<file path="config.mk">
export PLATFORM = sky130hd
export DESIGN_NAME = alu_muldiv_sequencer
export DESIGN_NICKNAME = d
export VERILOG_FILES = /design/src/rtl/alu_muldiv_sequencer.sv
export SDC_FILE = /design/constraint.sdc
export NUM_CORES = 1
export LEC_CHECK = 0
export BUFFER_PORTS_ARGS = -buffer_cell sky130_fd_sc_hd__buf_2
export CAP_MARGIN = 5
export CORE_ASPECT_RATIO = 1.75
export CORE_UTILIZATION = 58
export CTS_CLUSTER_DIAMETER = 40
export DETAILED_ROUTE_END_ITERATION = 10
export PLACE_DENSITY = 0.86
export SLEW_MARGIN = 20
export SYNTH_ARGS = -nofsm -noshare
export SYNTH_HDL_FRONTEND = slang
export SYNTH_SLANG_ARGS = --single-unit
</file>
<file path="constraint.sdc">
create_clock -name i_clk -period 3.38 [get_ports i_clk]
set_input_delay 0.169 -clock i_clk [delete_from_list [all_inputs] [get_ports i_clk]]
set_output_delay 0.169 -clock i_clk [all_outputs]
set_load 0.01 [all_outputs]
</file>
<file path="src/rtl/alu_muldiv_sequencer.sv">
// Multi-cycle unsigned MUL (shift-add) / DIVU (restoring) sequencer that borrows the shared 16-bit ALU.
// Latency: fixed 32 cycles from start edge to o_done; divide-by-zero completes on the start edge.
// Backpressure: o_busy stalls the core while the sequencer owns the ALU; i_start is ignored unless idle.
module alu_muldiv_sequencer #(
    parameter logic [3:0] OP_ADD     = 4'h0,
    parameter logic [3:0] OP_SUB     = 4'h1,
    parameter logic [3:0] OP_SHIFT   = 4'h5,
    parameter logic       SHIFT_LEFT = 1'b1
) (
    input  logic        i_clk,
    input  logic        i_reset_n,
    input  logic        i_start,
    input  logic        i_op,
    input  logic [15:0] i_operand_a,
    input  logic [15:0] i_operand_b,
    output logic        o_busy,
    output logic        o_done,
    output logic        o_err,
    output logic [15:0] o_result_lo,
    output logic [15:0] o_result_hi,
    input  logic [3:0]  i_core_opcode,
    input  logic        i_core_shift_dir,
    input  logic [15:0] i_core_data1,
    input  logic [15:0] i_core_data2,
    output logic [3:0]  o_alu_opcode,
    output logic        o_alu_shift_dir,
    output logic [15:0] o_alu_data1,
    output logic [15:0] o_alu_data2,
    input  logic [15:0] i_alu_result
);

    typedef enum logic [2:0] {
        IDLE    = 3'd0,
        MUL_ADD = 3'd1,
        MUL_SHL = 3'd2,
        DIV_SHL = 3'd3,
        DIV_SUB = 3'd4
    } state_t;

    state_t      state, state_nxt;
    // a doubles as the dividend/quotient register, acc as the remainder, b as the divisor
    logic [15:0] a, a_nxt, b, b_nxt, acc, acc_nxt;
    logic        carry, carry_nxt;
    logic [4:0]  count, count_nxt;
    logic        done_nxt, err_nxt;
    logic [15:0] lo_nxt, hi_nxt;

    assign o_busy = (state != IDLE);

    always_ff @(posedge i_clk or negedge i_reset_n) begin
        if (!i_reset_n) begin
            state       <= IDLE;
            a           <= '0;
            b           <= '0;
            acc         <= '0;
            carry       <= 1'b0;
            count       <= '0;
            o_done      <= 1'b0;
            o_err       <= 1'b0;
            o_result_lo <= '0;
            o_result_hi <= '0;
        end else begin
            state       <= state_nxt;
            a           <= a_nxt;
            b           <= b_nxt;
            acc         <= acc_nxt;
            carry       <= carry_nxt;
            count       <= count_nxt;
            o_done      <= done_nxt;
            o_err       <= err_nxt;
            o_result_lo <= lo_nxt;
            o_result_hi <= hi_nxt;
        end
    end

    always_comb begin
        state_nxt       = state;
        a_nxt           = a;
        b_nxt           = b;
        acc_nxt         = acc;
        carry_nxt       = carry;
        count_nxt       = count;
        done_nxt        = 1'b0;
        err_nxt         = o_err;
        lo_nxt          = o_result_lo;
        hi_nxt          = o_result_hi;
        o_alu_opcode    = i_core_opcode;
        o_alu_shift_dir = i_core_shift_dir;
        o_alu_data1     = i_core_data1;
        o_alu_data2     = i_core_data2;

        case (state)
            IDLE: begin
                if (i_start) begin
                    a_nxt     = i_operand_a;
                    b_nxt     = i_operand_b;
                    acc_nxt   = '0;
                    carry_nxt = 1'b0;
                    count_nxt = '0;
                    err_nxt   = 1'b0;
                    if (!i_op) begin
                        state_nxt = MUL_ADD;
                    end else if (i_operand_b != 16'd0) begin
                        state_nxt = DIV_SHL;
                    end else begin
                        lo_nxt   = 16'hFFFF;
                        hi_nxt   = i_operand_a;
                        err_nxt  = 1'b1;
                        done_nxt = 1'b1;
                    end
                end
            end
            MUL_ADD: begin
                o_alu_opcode    = OP_ADD;
                o_alu_shift_dir = SHIFT_LEFT;
                o_alu_data1     = acc;
                o_alu_data2     = b[0] ? a : 16'd0;
                acc_nxt         = i_alu_result;
                state_nxt       = MUL_SHL;
            end
            MUL_SHL: begin
                o_alu_opcode    = OP_SHIFT;
                o_alu_shift_dir = SHIFT_LEFT;
                o_alu_data1     = a;
                o_alu_data2     = 16'd1;
                a_nxt           = i_alu_result;
                b_nxt           = b >> 1;
                if (count == 5'd15) begin
                    lo_nxt    = acc;
                    hi_nxt    = '0;
                    done_nxt  = 1'b1;
                    state_nxt = IDLE;
                end else begin
                    count_nxt = count + 5'd1;
                    state_nxt = MUL_ADD;
                end
            end
            DIV_SHL: begin
                o_alu_opcode    = OP_SHIFT;
                o_alu_shift_dir = SHIFT_LEFT;
                o_alu_data1     = acc;
                o_alu_data2     = 16'd1;
                acc_nxt         = i_alu_result | {15'd0, a[15]};
                carry_nxt       = acc[15];
                a_nxt           = a << 1;
                state_nxt       = DIV_SUB;
            end
            DIV_SUB: begin
                o_alu_opcode    = OP_SUB;
                o_alu_shift_dir = SHIFT_LEFT;
                o_alu_data1     = acc;
                o_alu_data2     = b;
                // carry holds the 17th remainder bit lost by the shift
                if (carry || (acc >= b)) begin
                    acc_nxt = i_alu_result;
                    a_nxt   = {a[15:1], 1'b1};
                end
                if (count == 5'd15) begin
                    lo_nxt    = a_nxt;
                    hi_nxt    = acc_nxt;
                    done_nxt  = 1'b1;
                    state_nxt = IDLE;
                end else begin
                    count_nxt = count + 5'd1;
                    state_nxt = DIV_SHL;
                end
            end
            default: state_nxt = IDLE;
        endcase
    end

endmodule

</file>
==> results by group <==
Timing
  • Worst Skew: 0.00789 ns
  • RSZ-0062 raised after global routing: no
  • Slew headroom: 0.242
  • Count of final hold-check violations: 0
  • Period utilization: 0.818
  • Final setup fails: 0
  • F_max: 362 MHz
  • Final Max Slew Viols: 0
  • TNS Setup: 0 ns
  • Period minus WS final: 2.76 ns
  • Worst Max-Slew Pin Slew: 1.13 ns

Min path
  • Hold Path Class: in -> reg
  • Worst Hold Depth: 3
  • Hold endpoint: o_result_hi[0]
  • Hold Startpoint: i_operand_a[0]

Layout
  • Antenna cells: 0
  • Commonest cells after routing, fill and taps aside: 159 x buf_2, 89 x dfrtp_1, 81 x nand2_1
  • Final instance area: 7330 um2
  • Most common library cell in the layout ignoring fill and taps: buf_2
  • Fin cells: 974
  • Nets: 949
  • Layout area overhead: 18.3%
  • Filler cells: 827
  • Layout cells sized above 1: 0.301

Outcome
  • Run status: completed

Place
  • HPWL after DPL: 14.1 mm
  • Placed Area: 7040 um2
  • IO Port Bufs: 160
  • Placer Congestion: 0.974
  • Total placed cells including tap cells: 957

Clock network
  • Post-CTS setup buffer count: 0
  • TritonCTS clock tree: done
  • CTS Buf Count: 9
  • Root Buffer: clkbuf_16
  • Clock Sink Count: 91
  • H-tree depth: 3
  • CTS clock-pin slew for the worst setup and hold paths: 0.07 ns
  • Max Buffers Root-to-Sink: 2
  • Clock Latency Late Sink: 0.35 ns

Yosys
  • Syn Std Cell Area: 6200 um2
  • Ys flop type: dfrtp_1
  • Synth top area cells: dfrtp_1 37%, mux2_2 7.1%, mux2i_1 5.3%, o21ai_0 5.0%, nand2_1 5.0%
  • Register area share after synthesis: 0.368
  • Synth Instances: 714
  • Post-synthesis register bit count: 91
  • EDFF count, synth: 0
  • Post-Syn Nets: 821
  • Largest area contributor in the netlist: dfrtp_1
  • Synth Warn #: 0
  • Ys async rst share: 1.00
  • Synth unique cells: 47
  • Synthesized area per cell: 8.68 um2
  • Area share of the largest cell type after synthesis: 0.368

Worst setup path
  • Critical Path, Cell by Cell: ha_1 -> nand4_1 -> nor4_1 -> o31ai_1 -> o211ai_1 -> buf_4 -> a22o_1 -> a22o_1
  • Crit path buf inv count: 1
  • Worst R2R Setup Slack: 0.62 ns
  • Top cell by count, worst path: a22o_1
  • Critical-path top delay cell: a22o_1
  • Slowest stage delay, CP: 0.57 ns
  • Startpoint Class: flop
  • Critical path class: reg -> reg
  • CP delay by family, top: compound AO/OA/AOI/OAI gates
  • Reg2reg start: acc[14]
  • Reg-to-Reg End: acc[9]
  • Worst r2r path cells: 8
  • Critical Path AT: 3.05 ns
  • CP Max Fanout: 19
  • Worst EP required: 3.66 ns
  • CP endpoint kind: flop

Global route
  • Congestion Overflow GR: 0
  • GRT Total Usage: 0.356
  • Initial antenna violation count: 0
  • Vias in the first global route: 5862
  • Largest net degree at the start of global routing: 66
  • Global-route wire length before repair: 30.6 mm

Power
  • Pwr Density: 963 nW/um2
  • Worst vdd ir: 0.687 mV
  • Leakage: 3.20 nW

Die
  • Die Width: 80.1 um
  • Row count: 49
  • Core area: 10400 um2
  • # IOs: 161
  • Die height: 139 um
  • Die ar.: 11100 um2
  • Initial core utilization: 0.598

Run
  • Max-Cap Viols: 0

Detailed routing
  • Initial DRT Pass Iterations: 6
  • DR WL/cell: 19.9 um
  • DRC: 0
  • Via Count: 6329
  • Vias/cell: 6.50
  • Number of routed nets with antenna violations: 0
  • Drt initial violations: 586
  • Post-Route WL: 19.4 mm
==> final cells by class <==
type                       count  area [um2]  share of cell area
multi-input combinational    539        3570               0.487
sequential                    91        2280               0.311
timing repair buffer         178         953               0.130
clock buffer                  10         239              0.0326
tap                          127         159              0.0217
inverter                      23        86.3              0.0118
clock inverter                 6        46.3             0.00632
==> flip-flops by register name (all words and copies together) (netlist names) <==
register and flops:
acc 16, o_done 1, carry 1, o_result_lo 16, a 16, state 3
b 16, o_err 1, count 5, o_result_hi 16
==> metal layers <==
layer / wire length, um / global-route usage
met5: 0 / 0
met2: 9690 / 0.593
met3: 1440 / 0.0579
met4: 707 / 0.149
met1: 7590 / 0.452
==> Yosys cell counts, types with 5 or more instances <==
| cell type | n |
|---|---|
| dfrtp_1 | 91 |
| nand2_1 | 82 |
| nor2_1 | 75 |
| o21ai_0 | 62 |
| a21oi_1 | 44 |
| mux2_2 | 39 |
| clkbuf_1 | 33 |
| mux2i_1 | 33 |
| a22oi_1 | 30 |
| a31oi_1 | 27 |
| inv_1 | 22 |
| a22o_1 | 20 |
| ha_1 | 18 |
| a211oi_1 | 16 |
| o22ai_1 | 16 |
| a32oi_1 | 14 |
| buf_2 | 12 |
| buf_1 | 8 |
| a31oi_2 | 7 |
| mux2_4 | 7 |
| buf_4 | 6 |
| nor2b_1 | 6 |
| nand4_1 | 5 |
==> what timing repair did <==
item | 4_1_cts | 5_1_grt
resized for setup | 0 | 0
hold endpoints to repair | 64 | 0
hold buffers | 1 | 0
==> cell families after synthesis <==
logic type / Yosys count / share of synthesized area
buf+inv: 84 / 0.0594
compound gates: 252 / 0.267
fa+ha+maj: 18 / 0.0363
mux: 79 / 0.141
simple gates: 189 / 0.127
xor+xnor: 1 / 0.00141
flops: 91 / 0.368
==> how the worst max path moves through the flow <==
stage	start	to	slack (ns)	depth (start not counted)
final	acc[14]	acc[9]	0.62	8
after global routing	acc[14]	acc[9]	0.45	7
after CTS	acc[14]	acc[9]	0.65	8
after detailed placement	acc[14]	acc[9]	0.65	8
after global placement	acc[1]	acc[1]	0.78	7
after floorplan	acc[1]	acc[10]	1.16	9
==> metrics by stage <==
stage	setup WS (ns)	hold slack, ns	power [W]	utilization
floorplan	1.16	-0.127	0.00476	-
global placement	0.784	0.300	0.00585	0.679
detailed placement	0.650	0.310	0.00599	0.679
CTS	0.647	0.0709	0.00698	0.708
global route	0.449	0.0828	0.00750	0.708
finish	0.615	0.0798	0.00706	0.708
==> worst register-to-register path, stage by stage, from the launching register on <==
cell,delay (ns)
dfrtp_1,0.46
ha_1,0.36
nand4_1,0.14
nor4_1,0.34
o31ai_1,0.12
o211ai_1,0.14
buf_4,0.35
a22o_1,0.57
a22o_1,0.23
==> power breakdown <==
| group | switching, W | internal, W | total [W] |
|---|---|---|---|
| Sequential | 0.000574 | 0.00144 | 0.00201 |
| Clock | 0.000454 | 0.000524 | 0.000979 |
| Combinational | 0.00239 | 0.00167 | 0.00407 |
(Power assumes the default switching activity.)
